<file path="src/rtl/fib_seq_pkg.sv">
// Shared encodings for the Fibonacci-style recurrence engine: ALU op codes and FSM states.
package fib_seq_pkg;

    typedef enum logic [1:0] {
        OP_ADD      = 2'b00,
        OP_SUB      = 2'b01,
        OP_XOR      = 2'b10,
        OP_ADD_HALT = 2'b11
    } op_e;

    typedef enum logic [2:0] {
        ST_IDLE  = 3'd0,
        ST_SEED0 = 3'd1,
        ST_SEED1 = 3'd2,
        ST_STEP  = 3'd3,
        ST_DONE  = 3'd4
    } state_e;

endpackage

</file>
<file path="src/rtl/fib_regfile.sv">
// DEPTH x WIDTH register file: one synchronous write port, three combinational read ports,
// asynchronous active-low clear of every entry.
module fib_regfile #(
    parameter int unsigned WIDTH = 16,
    parameter int unsigned DEPTH = 16,
    localparam int unsigned AW = $clog2(DEPTH)
) (
    input  logic             clk,
    input  logic             reset,
    input  logic             we,
    input  logic [AW-1:0]    waddr,
    input  logic [WIDTH-1:0] wdata,
    input  logic [AW-1:0]    raddr_a,
    output logic [WIDTH-1:0] rdata_a,
    input  logic [AW-1:0]    raddr_b,
    output logic [WIDTH-1:0] rdata_b,
    input  logic [AW-1:0]    raddr_disp,
    output logic [WIDTH-1:0] rdata_disp
);

    logic [WIDTH-1:0] mem [DEPTH];

    always_ff @(posedge clk or negedge reset) begin
        if (!reset) begin
            for (int k = 0; k < int'(DEPTH); k++) begin
                mem[k] <= '0;
            end
        end else if (we) begin
            mem[waddr] <= wdata;
        end
    end

    assign rdata_a    = mem[raddr_a];
    assign rdata_b    = mem[raddr_b];
    assign rdata_disp = mem[raddr_disp];

endmodule

</file>
<file path="src/rtl/fib_seq_engine.sv">
// Two-seed recurrence engine: r[i] = f(r[i-2], r[i-1]) for len_eff terms, with flags,
// optional halt on carry and an independent display read port.
module fib_seq_engine
    import fib_seq_pkg::*;
#(
    parameter int unsigned WIDTH = 16,
    parameter int unsigned DEPTH = 16,
    localparam int unsigned AW = $clog2(DEPTH)
) (
    input  logic             clk,
    input  logic             reset,
    input  logic             start,
    input  logic [1:0]       op,
    input  logic [AW:0]      len,
    input  logic [WIDTH-1:0] seed_a,
    input  logic [WIDTH-1:0] seed_b,
    input  logic [AW-1:0]    rd_addr,
    output logic [WIDTH-1:0] rd_data,
    output logic             busy,
    output logic             done,
    output logic             halted,
    output logic [AW:0]      term_count,
    output logic [WIDTH-1:0] last_value,
    output logic             carry_fl,
    output logic             zero_fl,
    output logic             neg_fl
);

    localparam logic [AW:0] LEN_MIN = (AW+1)'(2);
    localparam logic [AW:0] LEN_MAX = (AW+1)'(DEPTH);

    state_e           state;
    op_e              op_lat;
    logic [AW:0]      len_lat;
    logic [WIDTH-1:0] seed_a_lat;
    logic [WIDTH-1:0] seed_b_lat;
    logic [AW-1:0]    idx;

    logic [AW:0]      len_eff;
    logic [AW:0]      idx_next;
    logic [WIDTH-1:0] opnd_a;
    logic [WIDTH-1:0] opnd_b;
    logic [WIDTH:0]   sum;
    logic [WIDTH:0]   diff;
    logic [WIDTH-1:0] result;
    logic             carry;
    logic             halt_now;

    logic             we;
    logic [AW-1:0]    waddr;
    logic [WIDTH-1:0] wdata;

    fib_regfile #(
        .WIDTH (WIDTH),
        .DEPTH (DEPTH)
    ) u_regfile (
        .clk        (clk),
        .reset      (reset),
        .we         (we),
        .waddr      (waddr),
        .wdata      (wdata),
        .raddr_a    (idx - AW'(2)),
        .rdata_a    (opnd_a),
        .raddr_b    (idx - AW'(1)),
        .rdata_b    (opnd_b),
        .raddr_disp (rd_addr),
        .rdata_disp (rd_data)
    );

    always_comb begin
        len_eff = len;
        if (len < LEN_MIN) begin
            len_eff = LEN_MIN;
        end else if (len > LEN_MAX) begin
            len_eff = LEN_MAX;
        end
    end

    assign idx_next = {1'b0, idx} + (AW+1)'(1);

    // opnd_a = r[i-2], opnd_b = r[i-1]; SUB computes r[i-1] - r[i-2], MSB of diff is the borrow.
    always_comb begin
        sum    = {1'b0, opnd_b} + {1'b0, opnd_a};
        diff   = {1'b0, opnd_b} - {1'b0, opnd_a};
        result = sum[WIDTH-1:0];
        carry  = sum[WIDTH];
        unique case (op_lat)
            OP_ADD, OP_ADD_HALT: begin
                result = sum[WIDTH-1:0];
                carry  = sum[WIDTH];
            end
            OP_SUB: begin
                result = diff[WIDTH-1:0];
                carry  = diff[WIDTH];
            end
            OP_XOR: begin
                result = opnd_a ^ opnd_b;
                carry  = 1'b0;
            end
        endcase
    end

    assign halt_now = (op_lat == OP_ADD_HALT) && carry;

    always_comb begin
        we    = 1'b0;
        waddr = idx;
        wdata = result;
        unique case (state)
            ST_SEED0: begin
                we    = 1'b1;
                waddr = '0;
                wdata = seed_a_lat;
            end
            ST_SEED1: begin
                we    = 1'b1;
                waddr = AW'(1);
                wdata = seed_b_lat;
            end
            ST_STEP: begin
                we = !halt_now;
            end
            default: ;
        endcase
    end

    always_ff @(posedge clk or negedge reset) begin
        if (!reset) begin
            state      <= ST_IDLE;
            op_lat     <= OP_ADD;
            len_lat    <= '0;
            seed_a_lat <= '0;
            seed_b_lat <= '0;
            idx        <= '0;
            busy       <= 1'b0;
            done       <= 1'b0;
            halted     <= 1'b0;
            term_count <= '0;
            last_value <= '0;
            carry_fl   <= 1'b0;
            zero_fl    <= 1'b0;
            neg_fl     <= 1'b0;
        end else begin
            done <= 1'b0;
            unique case (state)
                ST_IDLE: begin
                    if (start) begin
                        op_lat     <= op_e'(op);
                        len_lat    <= len_eff;
                        seed_a_lat <= seed_a;
                        seed_b_lat <= seed_b;
                        busy       <= 1'b1;
                        state      <= ST_SEED0;
                    end
                end
                ST_SEED0: begin
                    term_count <= (AW+1)'(1);
                    last_value <= seed_a_lat;
                    halted     <= 1'b0;
                    carry_fl   <= 1'b0;
                    zero_fl    <= 1'b0;
                    neg_fl     <= 1'b0;
                    state      <= ST_SEED1;
                end
                ST_SEED1: begin
                    term_count <= (AW+1)'(2);
                    last_value <= seed_b_lat;
                    idx        <= AW'(2);
                    if (len_lat > LEN_MIN) begin
                        state <= ST_STEP;
                    end else begin
                        state <= ST_DONE;
                        done  <= 1'b1;
                    end
                end
                ST_STEP: begin
                    carry_fl <= carry;
                    zero_fl  <= (result == '0);
                    neg_fl   <= result[WIDTH-1];
                    if (halt_now) begin
                        halted <= 1'b1;
                        state  <= ST_DONE;
                        done   <= 1'b1;
                    end else begin
                        term_count <= idx_next;
                        last_value <= result;
                        idx        <= idx_next[AW-1:0];
                        if (idx_next >= len_lat) begin
                            state <= ST_DONE;
                            done  <= 1'b1;
                        end
                    end
                end
                ST_DONE: begin
                    busy  <= 1'b0;
                    state <= ST_IDLE;
                end
                default: state <= ST_IDLE;
            endcase
        end
    end

endmodule

</file>
<file path="config.mk">
export PLATFORM = sky130hd
export DESIGN_NAME = fib_seq_engine
export DESIGN_NICKNAME = d
export VERILOG_FILES = /design/src/rtl/fib_seq_pkg.sv /design/src/rtl/fib_regfile.sv /design/src/rtl/fib_seq_engine.sv
export SDC_FILE = /design/constraint.sdc
export NUM_CORES = 1
export LEC_CHECK = 0
export CAP_MARGIN = 20
export CORE_ASPECT_RATIO = 1.2
export CORE_UTILIZATION = 60
export CTS_CLUSTER_SIZE = 28
export DETAILED_ROUTE_END_ITERATION = 10
export PLACE_DENSITY = 0.76
export SLEW_MARGIN = 20
export SYNTH_ARGS = -nofsm -noshare
export SYNTH_HDL_FRONTEND = slang
export SYNTH_SLANG_ARGS = --single-unit
</file>
<file path="constraint.sdc">
create_clock -name clk -period 12.7 [get_ports clk]
set_input_delay 2.54 -clock clk [delete_from_list [all_inputs] [get_ports clk]]
set_output_delay 2.54 -clock clk [all_outputs]
set_load 0.01 [all_outputs]
</file>
# == After elaboration in Yosys (flattened, before gate mapping) ==
# Index checks and enable logic that the tools add are counted.
# word_totals
out_inout_bits,43
n_memories,0
register_bits,329
input_bits,46
rom_bits,0
latchBits,0
ramBits,0
# op_classes
bitwise_logic,5
n_lt_le_gt_ge,9
n_div,0
n_mux,41
n_addsub,5
n_shift,0
mul,0
n_reduce_logical,18
n_eq_ne,11
# op_table
operator,n
$bwmux 256,1
$bmux 16 s4,3
$mux 16,8
$pmux 16 s3,2
$demux 16 s4,1
$pmux 16 s2,1
$ge 5x5->1 const B,4
$not 4->5,4
$add 16x16->17,1
$sub 16x16->17,1
$logic_not 16->1,1
$pmux 4 s2,2
$xor 16x16->16,1
$mux 5,3
$pmux 5 s3,1
$pmux 1 s2,7
$mux 3,4
$pmux 3 s4,1
$reduce_and 2->1,6
$eq 3x2->1 const B,2
$ne 2x2->1 const B,3
$reduce_bool 2->1,3
$add 4x1->5 const B,1
$ge 5x5->1,1
other kinds (20),27

# == Logic depth before layout (Yosys ltp) ==
# Gate-level depths: netlist (run 1).
# depth
ltp_word,10
ltp_mapped,28

# == By module ==
# From an unflattened synthesis (run 1), not the netlist that was laid out.
# hier_totals
hier_cells,1703
area_unflattened_um2,20867.5
# modules_own_cells
module,seq_area_each_um2,area_each_um2,n_inst,cells_per_inst
fib_regfile,6406.1,15155.8,1,985
fib_seq_engine,1826.8,5711.7,1,718

# == Least setup slack after synthesis (run 1) ==
# OpenSTA, ideal clock, no wires.
# synth_path
kind,flip-flop to flip-flop
from,reg idx[0]
to,reg u_regfile.mem[42] (netlist bit)
stages_incl_launch_ff,26
slack_ns,5.495
setup_ns,0.128
arrival_ns,7.078
t_required_ns,12.572
period_less_slack_ns,7.205
cell_sequence,dfrtp_1 buf_4 clkbuf_1 clkbuf_1 clkbuf_1 inv_1 ha_1 buf_2 buf_1 mux4_2 mux4_2 ha_1 clkbuf_1 or4_1 nor2_1 and3_1 nand4_1 a31oi_1 o41ai_2 a31o_2 buf_6 buf_6 nor3b_1 buf_2 buf_4 mux2_1
# synth_between
elab_chain_cells,10
elab_cells_between_ends,27
cone_classes,add/sub (4); order compare (2); mux (14); bitwise (4); reduce/logical (3)
# synth_lines
item,line_no,text
from (decl),fib_seq_engine.sv:37,logic [AW-1:0] idx;
from (signal assigned),fib_seq_engine.sv:187,idx <= idx_next[AW-1:0];
$sub 4x1->4 or $sub 4x2->4 (tied branches),"fib_seq_engine.sv:64, fib_seq_engine.sv:62",
$not 4->5 (on tied branches),"fib_regfile.sv:34, fib_regfile.sv:33",
$bmux 16 s4 (on tied branches),"fib_regfile.sv:34, fib_regfile.sv:33",
$mux 16 (on tied branches) (2 in a row),"fib_regfile.sv:34, fib_regfile.sv:33",
$sub 16x16->17 or $add 16x16->17 (tied branches),"fib_seq_engine.sv:84, fib_seq_engine.sv:83",
$pmux 1 s3,fib_seq_engine.sv:87,unique case (op_lat)
$logic_and 1x1->1,fib_seq_engine.sv:103,assign halt_now = (op_lat == OP_ADD_HALT) && carry;
$logic_not 1->1,fib_seq_engine.sv:121,we = !halt_now;
$pmux 1 s2,fib_seq_engine.sv:109,unique case (state)
"to (signal, indexed assignment)",fib_regfile.sv:29,mem[waddr] <= wdata;
to (decl),fib_regfile.sv:21,logic [WIDTH-1:0] mem [DEPTH];
# Parallel ways exist; a longest one is shown, timed or not. The select of a mux whose other input is x is not followed.
# A chain may end at the register's enable or synchronous reset.

# == Worst setup path after layout (run 1) ==
# layout_path
from,in rd_addr[0]
to,out rd_data[13]
# layout_between
elab_chain_cells,4
# layout_lines
item,line_no,text
from (decl),fib_seq_engine.sv:17,"input logic [AW-1:0] rd_addr,"
$not 4->5 (implied by the code),fib_regfile.sv:35,assign rdata_disp = mem[raddr_disp];
$bmux 16 s4,fib_regfile.sv:35,
$mux 16 (implied by the code) (2 in a row),fib_regfile.sv:35,
to (decl),fib_seq_engine.sv:18,"output logic [WIDTH-1:0] rd_data,"
# No other way between the ends. The select of a mux whose other input is x is not followed.

==> results.json, run 1 <==
{
  "final_nets": 1806,
  "synthDominantCellAreaShare": 0.3897,
  "peakVddDrop_mv": 0.1076,
  "yosysWarningCount": 0,
  "clk_path_buf_depth": 3,
  "p_leak_nw": 10.49,
  "required_ps": 10160,
  "r2r_slack_ps": 4850,
  "drive_gt1_frac": 0.3291,
  "r2r_cells": 15,
  "dieArea_sq_um": 35970,
  "drt_iter0_drc": 2130,
  "syn-cell-area_sq_um": 21130,
  "holdPathStages": 2,
  "cts-hold-fix-buffers": 0,
  "min_path_type": "reg2reg",
  "grt_pass1_wl_um": 94550,
  "vias": 15680,
  "synth.distinct_cells": 83,
  "multiInputGateArea_sq_um": 12160,
  "final_util": 0.6853,
  "grt_max_degree": 103,
  "final_cell_count_no_fill": 2194,
  "worstHoldEndpoint": "last_value[12]$_DFFE_PN0P_",
  "cts_made_buffers": 36,
  "die_y_um": 207.6,
  "hp-start": "last_value[12]$_DFFE_PN0P_",
  "io_pins": 89,
  "setup_viol": 0,
  "ys.flop_type": "dfrtp_1",
  "rsz0062_at_grt": "no",
  "cp-end-kind": "output pin",
  "ant_nets": 0,
  "synthesis.instances": 1685,
  "max_freq_mhz": 126.3,
  "post_cts_buffers": 0,
  "synth_edf_count": 0,
  "drv_cap": 0,
  "synthTopCellsByArea": "dfrtp_1 (39%), mux4_2 (25%), mux2_2 (10%)",
  "dp.cells": 2132,
  "cp_data_arrival_time_ps": 5380,
  "clk_latency_ps": 560,
  "dr.pass1.iters": 5,
  "rows": 74,
  "overflow": 0,
  "grt.total_usage": 0.3451,
  "dp_hpwl_um": 39110,
  "wirelength_um": 59910,
  "cts_root_buf": "clkbuf_16",
  "synth_top_area_cell": "dfrtp_1",
  "finalHoldViolCount": 0,
  "wl_per_cell_um": 27.31,
  "ys_ff_latch": 329,
  "drc": 0,
  "syn_nets": 1777,
  "start_util": 0.6151,
  "timing.rr.end": "u_regfile.mem[107]$_DFFE_PN0P_",
  "critPathMaxFanout": 33,
  "slew_headroom": 0.2388,
  "p_per_area_nw_per_um2": 90.66,
  "fin_skew_ps": 31.57,
  "gp_congestion": 0.9706,
  "path_class": "in2out",
  "synthTopCellsByCount": "dfrtp_1 (329), mux4_2 (238), mux2_2 (188)",
  "maxSlewViolCount": 0,
  "cp-start-kind": "input pin",
  "cts_tree": "yes",
  "setup_tns_ps": 0,
  "cts_max_level": 2,
  "antenna_found_initial": 0,
  "worst_pin_slew_ps": 1138,
  "cts_resized": 0,
  "syn_to_final_growth_pct": 11.41,
  "grt_pass1_vias": 15610,
  "vias_per_cell": 7.147,
  "n_fill_cell": 2363,
  "num_antenna_cells": 0,
  "synthArstFlopShare": 1.000,
  "core_sq_um": 34350,
  "finalWorstPathRequiredPeriod_ps": 7917,
  "cts.sinks": 329,
  "regArea_sq_um": 8238,
  "die_width_um": 173.3,
  "rr_startpoint": "idx[1]$_DFFE_PN0P_",
  "period_share": 0.6234,
  "io_buffers": 88,
  "ys_seq_area_frac": 0.3897,
  "avgSynthCellArea_sq_um": 12.54,
  "clk_pin_slew_ps": 50,
  "status": "finished clean",
  "synth_most_common_cell": "dfrtp_1"
}
## through the flow
step | hold WS (ps) | setup WS, ps | total power (W) | instance area (sq um)
after CTS | 491.3 | 4513 | 0.002152 | 23530
after global placement | 466.5 | 4698 | 0.001128 | 22310
after floorplan | 462.8 | 5495 | 0.001088 | 21130
after global routing | 519.4 | 4430 | 0.002194 | 23540
after detailed placement | 478.3 | 4534 | 0.001129 | 22390
final | 491.8 | 4783 | 0.002134 | 23540
## placed cells by master, fill, tap and decap left out, drive strengths merged, types with 8 or more instances in the layout
cell and count:
dfrtp 329, mux4 238, mux2 216, nand2 169, nor2 95, clkdlybuf4s50 85, a21oi 78, o21ai 74
buf 48, ha 46, inv 45, clkbuf 45, a31oi 24, nand3 19, clkinv 16, nor3 13
a21o 12, o21a 12, a22oi 12, nor2b 11, nand2b 10, or2 8, xnor2 8, nor4 8
## metal layers
metal	global-route usage	wire length, um	vias to the layer above
li1	-	-	6489
met1	0.4835	23210	7999
met2	0.5207	27770	985
met3	0.05751	5333	207
met4	0.1871	3593	0
met5	0	0	-
## worst max-delay path, stage by stage
cell and delay (ps):
buf_4 540, buf_4 640, mux4_2 590, mux4_2 510
clkdlybuf4s50_1 500
## kinds of logic (layout without fill, tap and decap cells)
| family | Yosys count | after routing | share of synthesized area |
|---|---|---|---|
| flops | 329 | 329 | 0.3897 |
| mux | 461 | 461 | 0.3721 |
| buf+inv | 187 | 240 | 0.03772 |
| simple gates | 364 | 364 | 0.08001 |
| xor+xnor | 11 | 11 | 0.006160 |
| fa+ha+maj | 48 | 48 | 0.02825 |
| compound gates | 285 | 285 | 0.08605 |
## state kept, by name (all words and copies together), names as in the netlist
| name | cells |
|---|---|
| busy | 1 |
| carry_fl | 1 |
| done | 1 |
| halted | 1 |
| idx | 4 |
| last_value | 16 |
| len_lat | 5 |
| neg_fl | 1 |
| op_lat | 2 |
| seed_a_lat | 16 |
| seed_b_lat | 16 |
| state | 3 |
| term_count | 5 |
| u_regfile.mem | 256 |
| zero_fl | 1 |
## worst max path at each step
stage,slack (ps),from,endpoint,cells after the start
CTS,4510,idx[1]$_DFFE_PN0P_,u_regfile.mem[155]$_DFFE_PN0P_,15
global route,4430,idx[1]$_DFFE_PN0P_,u_regfile.mem[106]$_DFFE_PN0P_,15
detailed placement,4530,idx[1]$_DFFE_PN0P_,u_regfile.mem[149]$_DFFE_PN0P_,15
global placement,4700,idx[1]$_DFFE_PN0P_,u_regfile.mem[153]$_DFFE_PN0P_,15
finish,4780,rd_addr[0],rd_data[13],5
floorplan,5490,idx[0]$_DFFE_PN0P_,u_regfile.mem[42]$_DFFE_PN0P_,25
## cell type report
cell class,count,share of cell area
Inverter,45,0.007176
Timing Repair Buffer,133,0.05347
Multi-Input combinational cell,1169,0.5168
Clock buffer,45,0.04226
Clock inverter,17,0.006113
Tap cell,456,0.02424
Sequential cell,329,0.3500
## power breakdown
part	total, W	switching, W	internal, W
logic	0.0000605	0.0000374	0.0000231
registers	0.00105	0	0.00105
clock network	0.00103	0.000445	0.000580
total	0.00213	0.000482	0.00165
Power figures use the tool's default switching activity.
==> inputs of run 2 (changes only) <==
==> constraint.sdc (replaced) <==
create_clock -name clk -period 8.07 [get_ports clk]
set_input_delay 1.614 -clock clk [delete_from_list [all_inputs] [get_ports clk]]
set_output_delay 1.614 -clock clk [all_outputs]
set_load 0.01 [all_outputs]
==> results.json, run 2 (same netlist as run 1, synthesis figures left out) <==
{
  "clk_path_buf_depth": 3,
  "worst_pin_slew_ps": 1095,
  "path_cells": "clkinv_1 > ha_1 > xor2_4 > buf_4 > nand3_1 > and4_1 > xnor2_1 > inv_1 > ha_1 > nand2b_1 > a21oi_1 > or2_2 > a221oi_1 > a31oi_1 > o41ai_2 > a31o_2 > buf_4 > nand2_1 > o22ai_1 > o21ba_2",
  "critPathMaxFanout": 18,
  "antenna_found_initial": 0,
  "fin_skew_ps": 22.46,
  "num_antenna_cells": 0,
  "min_path_type": "reg2reg",
  "max_stage_delay_ps": 680,
  "drv_cap": 0,
  "status": "finished clean",
  "path_class": "reg2reg",
  "cp_data_arrival_time_ps": 7150,
  "final_nets": 1822,
  "worstHoldEndpoint": "last_value[12]$_DFFE_PN0P_",
  "hp-start": "last_value[12]$_DFFE_PN0P_",
  "p_leak_nw": 10.61,
  "syn_to_final_growth_pct": 12.45,
  "regArea_sq_um": 8238,
  "final_cell_count_no_fill": 2213,
  "peakVddDrop_mv": 0.1752,
  "grt_max_degree": 151,
  "r2r_slack_ps": 1340,
  "timing.rr.end": "last_value[13]$_DFFE_PN0P_",
  "r2r_cells": 20,
  "p_per_area_nw_per_um2": 144.9,
  "grt_pass1_wl_um": 97980,
  "maxSlewViolCount": 0,
  "setup_viol": 0,
  "cts-hold-fix-buffers": 0,
  "grt.total_usage": 0.3615,
  "dieArea_sq_um": 35970,
  "multiInputGateArea_sq_um": 12160,
  "dp_hpwl_um": 41430,
  "dp.cells": 2147,
  "finalHoldViolCount": 0,
  "holdPathStages": 2,
  "max_freq_mhz": 148.6,
  "clk_latency_ps": 550,
  "grt_pass1_vias": 15970,
  "layout_common_cells": "dfrtp_1 (327), mux4_2 (238), mux2_2 (188), nand2_1 (169), nor2_1 (94)",
  "io_pins": 89,
  "wl_per_cell_um": 28.38,
  "gp_congestion": 1.003,
  "cts_tree": "yes",
  "rsz0062_at_grt": "no",
  "required_ps": 8490,
  "dr.pass1.iters": 5,
  "drive_gt1_frac": 0.3312,
  "overflow": 0,
  "cts_resized": 0,
  "die_y_um": 207.6,
  "n_fill_cell": 2449,
  "cts_made_buffers": 37,
  "largest_reg_flops": 256,
  "clk_pin_slew_ps": 60,
  "cp-end-kind": "flop",
  "rr_startpoint": "idx[2]$_DFFE_PN0P_",
  "final_util": 0.6917,
  "drc": 0,
  "core_sq_um": 34350,
  "ant_nets": 0,
  "period_share": 0.8339,
  "slew_headroom": 0.2670,
  "crit_slowest_cell": "xor2_4",
  "layout_commonest_cell": "dfrtp_1",
  "start_util": 0.6151,
  "cp-start-kind": "flop",
  "cts.sinks": 329,
  "rows": 74,
  "wirelength_um": 62800,
  "drt_iter0_drc": 1829,
  "io_buffers": 88,
  "vias_per_cell": 7.152,
  "largest_register": "u_regfile.mem",
  "post_cts_buffers": 0,
  "setup_tns_ps": 0,
  "cts_root_buf": "clkbuf_16",
  "die_width_um": 173.3,
  "finalWorstPathRequiredPeriod_ps": 6730,
  "cts_max_level": 2,
  "vias": 15830
}
run 2: cell types whose count changed in the layout (fill, tap and decap cells not counted), moves of 3 or more:
| cell | change |
|---|---|
| clkbuf_8 | +3 |
| clkinv_2 | -7 |
| buf_4 | +14 |
| clkbuf_1 | +5 |
| buf_12 | +7 |
| buf_6 | -4 |
run 2: how the worst max path moves through the flow:
stage	startpoint	end	slack, ps	cells after the start
finish	idx[2]$_DFFE_PN0P_	last_value[13]$_DFFE_PN0P_	1340	20
global route	idx[2]$_DFFE_PN0P_	last_value[13]$_DFFE_PN0P_	890	20
CTS	idx[2]$_DFFE_PN0P_	last_value[13]$_DFFE_PN0P_	1430	20
detailed placement	idx[2]$_DFFE_PN0P_	last_value[13]$_DFFE_PN0P_	1440	20
global placement	idx[2]$_DFFE_PN0P_	u_regfile.mem[41]$_DFFE_PN0P_	1440	15
floorplan	idx[0]$_DFFE_PN0P_	u_regfile.mem[42]$_DFFE_PN0P_	860	25
run 2: per-layer routing:
layer,wire [um],global-route usage
met2,29810,0.5688
met4,3735,0.1922
met1,23160,0.4779
met3,6101,0.07308
met5,0,0
run 2: report_power, final:
| part | switching (W) | leakage, nW | internal [W] | total [W] |
|---|---|---|---|---|
| Combinational | 0.0000599 | 5.47 | 0.0000369 | 0.0000968 |
| Sequential | 0 | 4.54 | 0.00165 | 0.00165 |
| Clock | 0.000700 | 0.596 | 0.000996 | 0.00170 |
| Total | 0.000760 | 10.6 | 0.00268 | 0.00344 |
run 2: critical path: cells and delay by family, from the launching register on:
kind,cells,cell delay (ps)
adders and majority gates,2,610
and+or+nand+nor,5,1430
xor gates and xnor gates,2,950
DFF,1,630
AOI/OAI and AO/OA,7,1860
buffers and inverters,4,1100
run 2: metrics by stage:
step           power, W  setup slack, ps  area [sq um]  hold WS, ps
2_1_floorplan  0.001712            864.7         21130        462.8
3_3_place_gp   0.001778             1443         22540        470.4
3_5_place_dp   0.001779             1442         22550        468.3
4_1_cts        0.003465             1430         23760        482.9
5_1_grt        0.003530            893.6         23760        524.2
6_report       0.003443             1340         23760        480.0
run 2: cell type report:
cell class,count,share of cell area
multi-input cells,1169,0.5117
flip-flops and latches,329,0.3467
repair buffers,148,0.05961
clock buffers,54,0.04545
well taps,456,0.02401
inverters,45,0.007109
clock inverters,12,0.005372
